[src/rtl/sub_bytes_iter.sv]
// rtl/sub_bytes_iter.sv - iterative forward AES SubBytes, BYTES_PER_CYCLE shared S-boxes
module sub_bytes_iter #(
  parameter int BYTES_PER_CYCLE = 1
) (
  input  logic         clk,
  input  logic         rst_n,
  input  logic         in_valid,
  output logic         in_ready,
  input  logic [127:0] in_state,
  output logic         out_valid,
  input  logic         out_ready,
  output logic [127:0] out_state,
  output logic         busy
);

  localparam int N  = 16 / BYTES_PER_CYCLE;
  localparam int CW = (N > 1) ? $clog2(N) : 1;

  if (!(BYTES_PER_CYCLE == 1 || BYTES_PER_CYCLE == 2 || BYTES_PER_CYCLE == 4 ||
        BYTES_PER_CYCLE == 8 || BYTES_PER_CYCLE == 16)) begin : g_bpc_check
    $error("sub_bytes_iter: BYTES_PER_CYCLE must be 1, 2, 4, 8 or 16");
  end

  // Entry 0 sits in the top byte so the table reads in natural order.
  localparam logic [2047:0] SBOX = {
    128'h637c777bf26b6fc53001672bfed7ab76,
    128'hca82c97dfa5947f0add4a2af9ca472c0,
    128'hb7fd9326363ff7cc34a5e5f171d83115,
    128'h04c723c31896059a071280e2eb27b275,
    128'h09832c1a1b6e5aa0523bd6b329e32f84,
    128'h53d100ed20fcb15b6acbbe394a4c58cf,
    128'hd0efaafb434d338545f9027f503c9fa8,
    128'h51a3408f929d38f5bcb6da2110fff3d2,
    128'hcd0c13ec5f974417c4a77e3d645d1973,
    128'h60814fdc222a908846eeb814de5e0bdb,
    128'he0323a0a4906245cc2d3ac629195e479,
    128'he7c8376d8dd54ea96c56f4ea657aae08,
    128'hba78252e1ca6b4c6e8dd741f4bbd8b8a,
    128'h703eb5664803f60e613557b986c11d9e,
    128'he1f8981169d98e949b1e87e9ce5528df,
    128'h8ca1890dbfe6426841992d0fb054bb16
  };

  function automatic logic [7:0] sbox(input logic [7:0] x);
    return SBOX[8 * (255 - int'(x)) +: 8];
  endfunction

  typedef enum logic [1:0] {IDLE, BUSY, DONE} state_t;

  state_t          state;
  logic [127:0]    work;
  logic [127:0]    work_next;
  logic [CW-1:0]   cnt;

  // Only the chunk selected by cnt passes through the shared S-boxes.
  always_comb begin
    work_next = work;
    for (int b = 0; b < BYTES_PER_CYCLE; b++) begin
      work_next[8 * ((int'(cnt) * BYTES_PER_CYCLE + b) % 16) +: 8] =
        sbox(work[8 * ((int'(cnt) * BYTES_PER_CYCLE + b) % 16) +: 8]);
    end
  end

  always_ff @(posedge clk or negedge rst_n) begin
    if (!rst_n) begin
      state     <= IDLE;
      work      <= '0;
      cnt       <= '0;
      out_valid <= 1'b0;
      busy      <= 1'b0;
    end else begin
      case (state)
        IDLE: begin
          if (in_valid) begin
            work  <= in_state;
            cnt   <= '0;
            state <= BUSY;
            busy  <= 1'b1;
          end
        end
        BUSY: begin
          work <= work_next;
          cnt  <= cnt + 1'b1;
          if (cnt == CW'(N - 1)) begin
            state     <= DONE;
            out_valid <= 1'b1;
          end
        end
        DONE: begin
          if (out_ready) begin
            state     <= IDLE;
            out_valid <= 1'b0;
            busy      <= 1'b0;
          end
        end
        default: begin
          state     <= IDLE;
          out_valid <= 1'b0;
          busy      <= 1'b0;
        end
      endcase
    end
  end

  assign in_ready  = (state == IDLE);
  assign out_state = work;

endmodule
[config.mk]
export PLATFORM = sky130hd
export DESIGN_NAME = sub_bytes_iter
export DESIGN_NICKNAME = d
export VERILOG_FILES = /design/src/rtl/sub_bytes_iter.sv
export SDC_FILE = /design/constraint.sdc
export NUM_CORES = 1
export LEC_CHECK = 0
export ABC_AREA = 1
export BUFFER_PORTS_ARGS = -buffer_cell sky130_fd_sc_hd__clkbuf_2
export CORE_ASPECT_RATIO = 0.9
export CORE_MARGIN = 5
export CORE_UTILIZATION = 40
export CTS_CLUSTER_SIZE = 14
export DETAILED_ROUTE_END_ITERATION = 10
export HOLD_SLACK_MARGIN = 0.06
export PLACE_DENSITY = 0.62
export SYNTH_ARGS = -nofsm -noshare
export SYNTH_HDL_FRONTEND = slang
export SYNTH_SLANG_ARGS = --single-unit
[constraint.sdc]
create_clock -name clk -period 3.1 [get_ports clk]
set_input_delay 0.31 -clock clk [delete_from_list [all_inputs] [get_ports clk]]
set_output_delay 0.31 -clock clk [all_outputs]
set_load 0.01 [all_outputs]
==> metrics.txt, run 1 <==
slew margin rel. 35.2%; Hold/Removal Path Class in2reg; Worst-Margin Slew 0.969 ns; Distinct cells, synth 41; source of the critical timing path cnt[0]$_DFFE_PN0P_; maxcap violations 0; port bufs roughly 260; initial antenna violation count 0; HPWL Detailed 52.0 mm; Min Clock Period, post-route 3.37 ns; P&R area growth vs syn 57.2%; EDFF count, synth 0; DR iter-0 viols 2160; outcome finished with violations; Cells after DPL roughly 2800; dominant cells by area after synthesis dfrtp_1, nand2_1, nand3_1; Clock Tree Buf Depth 2; DR pass1 iterations 7; R2R Path Start cnt[0]$_DFFE_PN0P_; fin cells between 2000 and 3000; crit path DAT 3.72 ns; Synth top area share 28.5%; largest net degree at the start of global routing between 100 and 150; Synth Instances between 1500 and 2000; worst-skew pair later-pin latency about 0.45 ns; final hold viol count 0; GRT Resource Usage Total 40.1%; clock skew approximately 0.020 ns; final worst slack -0.270 ns; Ports roughly 260; # DRC 0; cells on worst reg2reg path 20; Yosys warnings 0; CTS root buf clkbuf_16; Final period util 109%; Avg Inst Size Synth 6.21 sq um; vias per cell 5.79; ys flop type dfrtp_1; crit path to out_state[8]$_DFFE_PN0P_; CTS Buf Count 17; top-count cell post-synth nand2_1; die area ~33000 sq um; vias in the first global route 16300; most frequent cells after synthesis nand2_1, nand3_1, inv_1, nor2_1, dfrtp_1; Die X approximately 190 microns; CTS tree done; Die Y 174 microns; syn nets between 2000 and 2500; synthesized flop and latch total 136; total grt overflow 0; f_max 297 MHz; RSZ-0062 raised after global routing true; Slew Viols, Final 0; Initial Utilization 40.2%; post-synth top area cell dfrtp_1; H-tree levels 4; R2R Path End out_state[8]$_DFFE_PN0P_; fraction of registers with async set/reset 100%; DR WL/cell roughly 24 microns; required time worst endpoint 3.45 ns; CP Class reg2reg; failing checks setup timing; worst reg-to-reg setup slack -0.27 ns; CTS sink cnt 136; core area 29700 sq um; Core Rows 60; CP Capture Type register; wirelength, routed 69.0 mm; Seq/Total Area, Yosys between 20 and 30%; nets 2638; synthesized area 11900 sq um; share of layout cells above drive strength 1 39.9%; CP max FO 8; global-route wire length before repair 102 mm; gpl congestion 1.13; CP Launch Type register; Final ANT Viol Nets 0; routed via count 16800; Final setup violation count 128; clock-pin slew on the worst setup and hold paths 0.07 ns
==> layer usage <==
metal | vias up | share of wire, % | global-route usage [%]
li1 | 7462 | - | -
met1 | 7862 | 38 | 52.1
met2 | 1211 | 44 | 61.7
met3 | 286 | 11 | 9.34
met4 | 0 | 6.8 | 21.5
met5 | - | 0 | 0
==> layout by cell type (no fill, tap or decap), drive strengths merged, types with 5 or more instances in the layout <==
cell type  instances
a21oi             74
a31oi             17
buf              388
clkbuf           282
clkinv             6
clkinvlp           5
dfrtp            136
ha                20
inv              183
nand2            614
nand3            397
nand4             50
nor2             171
nor3               7
o211ai            12
o21ai             90
o21bai            27
o22ai              5
==> layout make-up <==
| class | count | area [sq um] |
|---|---|---|
| Timing Repair Buffer | 653 | 4910 |
| Clock buffer | 19 | 443 |
| Antenna cell | 1 | 2.50 |
| Clock inverter | 13 | 141 |
| Inverter | 181 | 724 |
| Tap cell | 403 | 504 |
| Timing Repair inverter | 2 | 20.0 |
| Sequential cell | 136 | 3410 |
| Multi-Input combinational cell | 1495 | 8610 |
| Fill cell | 2741 | 10900 |
==> what timing repair did <==
action / CTS / global route
cloned: 7 / 4
pin swaps: 44 / 86
hold buffers: 1 / 0
buffers inserted: 31 / 31
setup endpoints to repair: 128 / 128
resized for setup: 202 / 220
endpoints found under the hold margin: 58 / 0
==> critical path, cell delays in order (launching register included) <==
cell and delay (ns):
dfrtp_4 0.60, buf_12 0.18, buf_8 0.12, nor2_1 0.06, nor2_1 0.14, nand2_1 0.14
nand3_1 0.10, inv_1 0.05, nand2_2 0.07, nand2_4 0.10, nand2_4 0.10, clkinvlp_4 0.21
buf_4 0.23, buf_4 0.14, a21oi_1 0.16, nand3_1 0.12, nand3_2 0.12, nand3_4 0.12
nand2_8 0.15, nand4_4 0.14, o21bai_1 0.22
==> cells by family after synthesis <==
family	share of synthesized area, %
compound gates	11.0
simple gates	46.8
fa+ha+maj	2.10
xor+xnor	0.0734
flops	28.5
buf+inv	11.5
==> worst min path at each step <==
stage	from	end	slack (ns)	cells past startpoint
finish	in_state[51]	out_state[51]$_DFFE_PN0P_	0.09	3
global route	in_state[109]	out_state[109]$_DFFE_PN0P_	0.11	3
CTS	in_state[51]	out_state[51]$_DFFE_PN0P_	0.09	3
detailed placement	rst_n	out_state[36]$_DFFE_PN0P_	0.32	1
global placement	rst_n	out_state[36]$_DFFE_PN0P_	0.32	1
floorplan	rst_n	busy$_DFFE_PN0P_	0.01	0
==> per-stage QoR <==
step	util (%)	TNS [ns]	setup slack, ns	hold WS, ns	instance area (sq um)
finish	63.3	-19.95	-0.270	0.0927	18800
global placement	53.1	-49.01	-0.546	0.321	15700
detailed placement	53.1	-49.75	-0.557	0.315	15700
global route	63.3	-33.69	-0.377	0.106	18800
floorplan	-	0	0.0215	0.0144	11900
CTS	59.4	-5.50	-0.139	0.0862	17600
==> registers in the layout, summed over array words and instances, names as in the netlist <==
name,flops
cnt,4
busy,1
state,2
out_valid,1
out_state,128
Power of run 1 is not shown: default switching activity piles up to over one toggle a cycle in this logic, so the estimate is an artifact.
==> run 2: changes to the inputs <==
--- a/config.mk
+++ b/config.mk
@@ -13,7 +13,7 @@
 export CTS_CLUSTER_SIZE = 14
 export DETAILED_ROUTE_END_ITERATION = 10
 export HOLD_SLACK_MARGIN = 0.06
-export PLACE_DENSITY = 0.62
+export PLACE_DENSITY = 0.65
 export SYNTH_ARGS = -nofsm -noshare
 export SYNTH_HDL_FRONTEND = slang
 export SYNTH_SLANG_ARGS = --single-unit
==> run 2 against run 1 <==
The flow still finishes with violations (setup timing). Worst setup slack lost 0.016 ns. Global-route usage fell by 1.4 points. Critical path depth is 2 higher. First-iteration DRC count up 3.0%. Fmax shrank 0.47%. Hold slack improved by 0.017 ns. Cell count decreased by 0.79%.
==> metrics.txt, run 2 (synthesis results as in run 1) <==
outcome finished with violations; failing checks setup timing; wirelength, routed 67.1 mm (-2.6%); DR iter-0 viols 2225 (+3.0%); final setup TNS -16.06 ns (+3.89 ns); Die X 192 microns (unchanged); maxcap violations 0 (unchanged); die area 33400 sq um (unchanged); Min Clock Period, post-route 3.39 ns (+0.0160 ns); HPWL Detailed 51.7 mm (-0.59%); GRT Resource Usage Total 38.7% (-1.4 points); RSZ-0062 raised after global routing true; vias in the first global route 15900 (-2.6%); clock skew 0.0191 ns (-0.000740 ns); final worst slack -0.286 ns (-0.0160 ns); Final period util 109% (+0.52 points); initial antenna violation count 1 (+1); port bufs 262 (unchanged); post-layout util 61.0% (-2.3 points); vias per cell 5.78 (-0.17%); Die Y 174 microns (unchanged); most frequent cells in the layout nand2_1, nand3_1, buf_4, clkbuf_2, inv_1; CP max FO 14 (+6); Place WS -0.509 ns (+0.0482 ns); total grt overflow 0 (unchanged); nets 2617 (-0.80%); Core Rows 60 (unchanged); required time worst endpoint 3.48 ns (+0.03 ns); DR pass1 iterations 6 (-1); P&R area growth vs syn 51.5%; Final ANT Viol Nets 0 (unchanged); CP Class reg2reg; worst-skew pair later-pin latency 0.44 ns (about the same); # fillers 2790 (+1.8%); Worst-Margin Slew 1.23 ns (+0.263 ns); slew margin rel. 17.8% (-17 points); largest net degree at the start of global routing 132 (unchanged); CTS Buf Count 17 (unchanged); global-route wire length before repair 98.8 mm (-2.8%); CP Capture Type register; max reg flops 128 (unchanged); core area 29700 sq um (unchanged); cells on worst reg2reg path 22 (+10%); Final setup violation count 120 (-6.3%); most frequent CP cell nand3_2; Initial Utilization 40.2% (unchanged); CP Launch Type register; Ports 263 (unchanged); Inserted Diodes 0 (-1); # DRC 0 (unchanged); most common cell after layout, fill and taps aside nand2_1; share of layout cells above drive strength 1 36.9% (-3.1 points); slowest cell on the critical path dfrtp_4; Hold/Removal Path Class in2reg; Clock Tree Buf Depth 2 (unchanged); CTS root buf clkbuf_16; gpl congestion 1.11 (-1.1%); clock-pin slew on the worst setup and hold paths 0.07 ns (about the same); DR WL/cell 23.3 microns (-1.9%); crit path DAT 3.76 ns (+0.04 ns); H-tree levels 4 (unchanged); CTS sink cnt 136 (unchanged); worst-path cell chain buf_12 -> buf_8 -> buf_6 -> nand2_2 -> nand3_2 -> nand3_2 -> nor2_4 -> nor2_8 -> buf_4 -> nand2_2 -> inv_1 -> buf_4 -> nand2_1 -> nand3_1 -> nand3_2 -> nand3_2 -> nand2_4 -> nor2_4 -> buf_12 -> clkbuf_16 -> nand4_1 -> nand2_1; Slew Viols, Final 0 (unchanged); Worst path max stage delay 0.59 ns (about the same); final hold viol count 0 (unchanged); f_max 295 MHz (-0.47%); cell depth of the worst hold path 3 (unchanged); routed via count 16700 (-0.96%); CTS tree done
==> run 2: changes by cell type in the layout (fill, tap and decap cells not counted), sizes merged <==
cell and change:
clkinvlp -1, nand2 -1, diode -1, clkinv -2
inv +3, buf -20, clkbuf -1
==> run 2: area by class of cell <==
cell class | instances | area, sq um | share of cell area, %
Multi-Input combinational cell | 1494 | 8100 | 44.8
Timing Repair Buffer | 634 | 4760 | 26.3
Sequential cell | 136 | 3410 | 18.9
Inverter | 181 | 702 | 3.88
Tap cell | 403 | 504 | 2.79
Clock buffer | 17 | 425 | 2.35
Clock inverter | 14 | 165 | 0.914
Timing Repair inverter | 1 | 8.76 | 0.0485
==> run 2: layer usage <==
metal	track usage (%)	share of wire, %	up-vias
met4	22.8	7.4	0
met3	5.84	9.8	299
met5	0	0	-
met2	61.9	46	1243
met1	49.3	37	7701
li1	-	-	7416
==> run 2: final timing paths <==
check	start	end	slack, ns
max	cnt[0]$_DFFE_PN0P_	out_state[124]$_DFFE_PN0P_	-0.29
min	in_state[83]	out_state[83]$_DFFE_PN0P_	0.11
max reg2reg	cnt[0]$_DFFE_PN0P_	out_state[124]$_DFFE_PN0P_	-0.29
min reg2reg	busy$_DFFE_PN0P_	busy$_DFFE_PN0P_	0.48
max in group asynchronous	rst_n	out_state[48]$_DFFE_PN0P_	1.85
min in group asynchronous	rst_n	out_state[105]$_DFFE_PN0P_	0.46
==> run 2: per-stage QoR <==
stage	hold slack [ns]	std cells	cell area [sq um]
after global routing	0.127	2880	18100
after CTS	0.106	2851	17100
after floorplan	0.0144	1923	11900
after detailed placement	0.400	2796	15800
after global placement	0.394	2796	15800
final	0.110	2880	18100
==> run 2: worst max-delay path: cells and delay by family (launching register included) <==
kind                   cells  cell delay, ns
and+or+nand+nor           14            1.42
buffers and inverters      8            1.31
DFF                        1            0.59
==> run 2: what timing repair did <==
item / 4_1_cts / 5_1_grt
setup endpoints to repair: 128 / 128
setup buffers: 20 / 26
resized for setup: 127 / 157
gates cloned: 3 / 3
hold endpoints to repair: 77 / 0
pin swaps: 21 / 44
hold buffers: 1 / 0
Power of run 2 is left out for the same reason.
==> run 3: changes to the inputs <==
--- a/config.mk
+++ b/config.mk
@@ -7,13 +7,15 @@
 export LEC_CHECK = 0
 export ABC_AREA = 1
 export BUFFER_PORTS_ARGS = -buffer_cell sky130_fd_sc_hd__clkbuf_2
+export CELL_PAD_IN_SITES_DETAIL_PLACEMENT = 0
+export CELL_PAD_IN_SITES_GLOBAL_PLACEMENT = 2
 export CORE_ASPECT_RATIO = 0.9
 export CORE_MARGIN = 5
-export CORE_UTILIZATION = 40
+export CORE_UTILIZATION = 26
 export CTS_CLUSTER_SIZE = 14
 export DETAILED_ROUTE_END_ITERATION = 10
 export HOLD_SLACK_MARGIN = 0.06
-export PLACE_DENSITY = 0.65
+export PLACE_DENSITY = 0.78
 export SYNTH_ARGS = -nofsm -noshare
 export SYNTH_HDL_FRONTEND = slang
 export SYNTH_SLANG_ARGS = --single-unit
==> run 3 against run 2 <==
The flow still finishes with violations (setup timing). Non-clock buffer count up 153. Utilization decreased by 15 points. Flip-flop and latch count unchanged. Via count is 1.6% higher. Cell count up 13%. Fmax is 0.92% higher. Worst setup slack gained 0.031 ns. Highest routed layer unchanged.
==> metrics.txt, run 3 (synthesis results as in run 1) <==
Hold/Removal Path Class in2reg; most frequent cells in the layout nand2_1, buf_4, clkbuf_2, nand3_1, inv_1; CP max FO 8 (-6); most frequent CP cell nand2_4; CP Launch Type register; R2R Path End out_state[84]$_DFFE_PN0P_; cell family with most CP delay simple AND/OR/NAND/NOR gates; CP Capture Type register; WHS 0.0834 ns (-0.0263 ns); Initial Utilization 26.3% (-14 points); CP Class reg2reg; cell depth of the worst hold path 3 (unchanged); failing checks setup timing; nets 2771 (+5.9%); required time worst endpoint 3.49 ns (about the same); final hold viol count 0 (unchanged); Min Clock Period, post-route 3.36 ns (-0.0308 ns); Die Y 213 microns (+23%); initial antenna violation count 0 (-1); largest net degree at the start of global routing 132 (unchanged); DR pass1 iterations 6 (unchanged); die area 50300 sq um (+51%); H-tree levels 4 (unchanged); wirelength, routed 78.2 mm (+16%); DR WL/cell 24.1 microns (+3.5%); port bufs 262 (unchanged); crit path DAT 3.74 ns (-0.02 ns); global-route wire length before repair 110 mm (+12%); core area 45400 sq um (+53%); clock-pin slew on the worst setup and hold paths 0.06 ns (about the same); Worst Path Buf+Inv 9 (+1); worst hold path startpoint in_state[52]; Cells after DPL 3102 (+11%); Final period util 108% (-0.99 points); vias per cell 5.22 (-9.7%); GRT Resource Usage Total 29.4% (-9.2 points); Slew Viols, Final 0 (unchanged); most common cell after layout, fill and taps aside nand2_1; maxcap violations 0 (unchanged); fin cells 3240 (+13%); R2R Path Start cnt[0]$_DFFE_PN0P_; routed via count 16900 (+1.6%); P&R area growth vs syn 75.6%; final setup TNS -21.68 ns (-5.62 ns); Worst-Margin Slew 0.893 ns (-0.339 ns); Levels on crit path 27 (+23%); CTS tree done; HPWL Detailed 61.5 mm (+19%); clock skew 0.0210 ns (+0.00185 ns); CTS Buf Count 17 (unchanged); crit path to out_state[84]$_DFFE_PN0P_; Ports 263 (unchanged); worst-skew pair later-pin latency 0.47 ns (+0.03 ns); share of layout cells above drive strength 1 46.7% (+9.9 points); slew margin rel. 40.2% (+22 points); CTS sink cnt 136 (unchanged); Die X 236 microns (+23%); RSZ-0062 raised after global routing true; Final ANT Viol Nets 0 (unchanged); Clock Tree Buf Depth 2 (unchanged); Inserted Diodes 0 (unchanged); worst reg-to-reg setup slack -0.26 ns (+0.03 ns); source of the critical timing path cnt[0]$_DFFE_PN0P_; total grt overflow 0 (unchanged); Worst path max stage delay 0.55 ns (-0.04 ns); slowest cell on the critical path dfrtp_4; Final setup violation count 128 (+6.7%); Core Rows 74 (+23%); outcome finished with violations; DR iter-0 viols 1481 (-33%); max reg flops 128 (unchanged); gpl congestion 1.02 (-8.1%); cells on worst reg2reg path 27 (+23%); final worst slack -0.255 ns (+0.0308 ns); CTS root buf clkbuf_16; # DRC 0 (unchanged); f_max 298 MHz (+0.92%); vias in the first global route 16600 (+4.3%)
[run 3: timing repair]
action / 4_1_cts / 5_1_grt
resized for setup: 204 / 393
setup endpoints to repair: 128 / 128
hold buffers: 4 / 0
pin swaps: 61 / 81
buffers inserted: 34 / 61
gates cloned: 7 / 4
endpoints found under the hold margin: 65 / 0
[run 3: per-layer routing]
metal	vias up	part of all wire, %	global-route usage (%)
li1	7733	-	-
met1	8139	41	37.9
met2	824	47	48.1
met3	228	6.8	4.53
met4	0	6.1	15.5
met5	-	0	0
[run 3: worst reg2reg max path, cell delays in order, from the launching register on]
cell,delay [ns]
dfrtp_4,0.55
buf_12,0.17
inv_12,0.06
buf_12,0.13
buf_8,0.13
nand2_4,0.05
nand3_4,0.09
nand2_4,0.06
nor2_4,0.12
nand2_4,0.10
nand2_8,0.12
buf_12,0.20
nand2_8,0.12
buf_12,0.16
buf_8,0.12
nand2_4,0.06
nand2_4,0.05
nand3_2,0.05
nand2_1,0.05
nand2_1,0.07
nand3_2,0.08
nand3_4,0.11
nand2_4,0.06
nor2_4,0.14
buf_12,0.14
buf_16,0.13
nand3_1,0.08
nand3_1,0.09
[run 3: final cells by class]
cell class                      count  area, sq um
Clock inverter                     12          195
Tap cell                          608          761
Sequential cell                   136         3410
Inverter                          181          741
Multi-Input combinational cell   1494         9110
Clock buffer                       20          467
Timing Repair inverter              2         17.5
Timing Repair Buffer              787         6250
Fill cell                        4761        24400
[run 3: per-stage QoR]
step / area, sq um / utilization [%] / worst slack, ns
after floorplan: 11900 / - / 0.0215
after global placement: 16700 / 36.9 / -1.07
after detailed placement: 16700 / 36.9 / -1.07
after CTS: 18900 / 41.6 / -0.255
after global routing: 21000 / 46.2 / -0.402
final: 21000 / 46.2 / -0.255
[run 3: worst min-delay path by stage]
stage / to
3_5_place_dp: out_state[65]$_DFFE_PN0P_
6_report: out_state[52]$_DFFE_PN0P_
4_1_cts: out_state[52]$_DFFE_PN0P_
5_1_grt: out_state[52]$_DFFE_PN0P_
3_3_place_gp: out_state[5]$_DFFE_PN0P_
2_1_floorplan: busy$_DFFE_PN0P_
Power of run 3 is left out for the same reason.
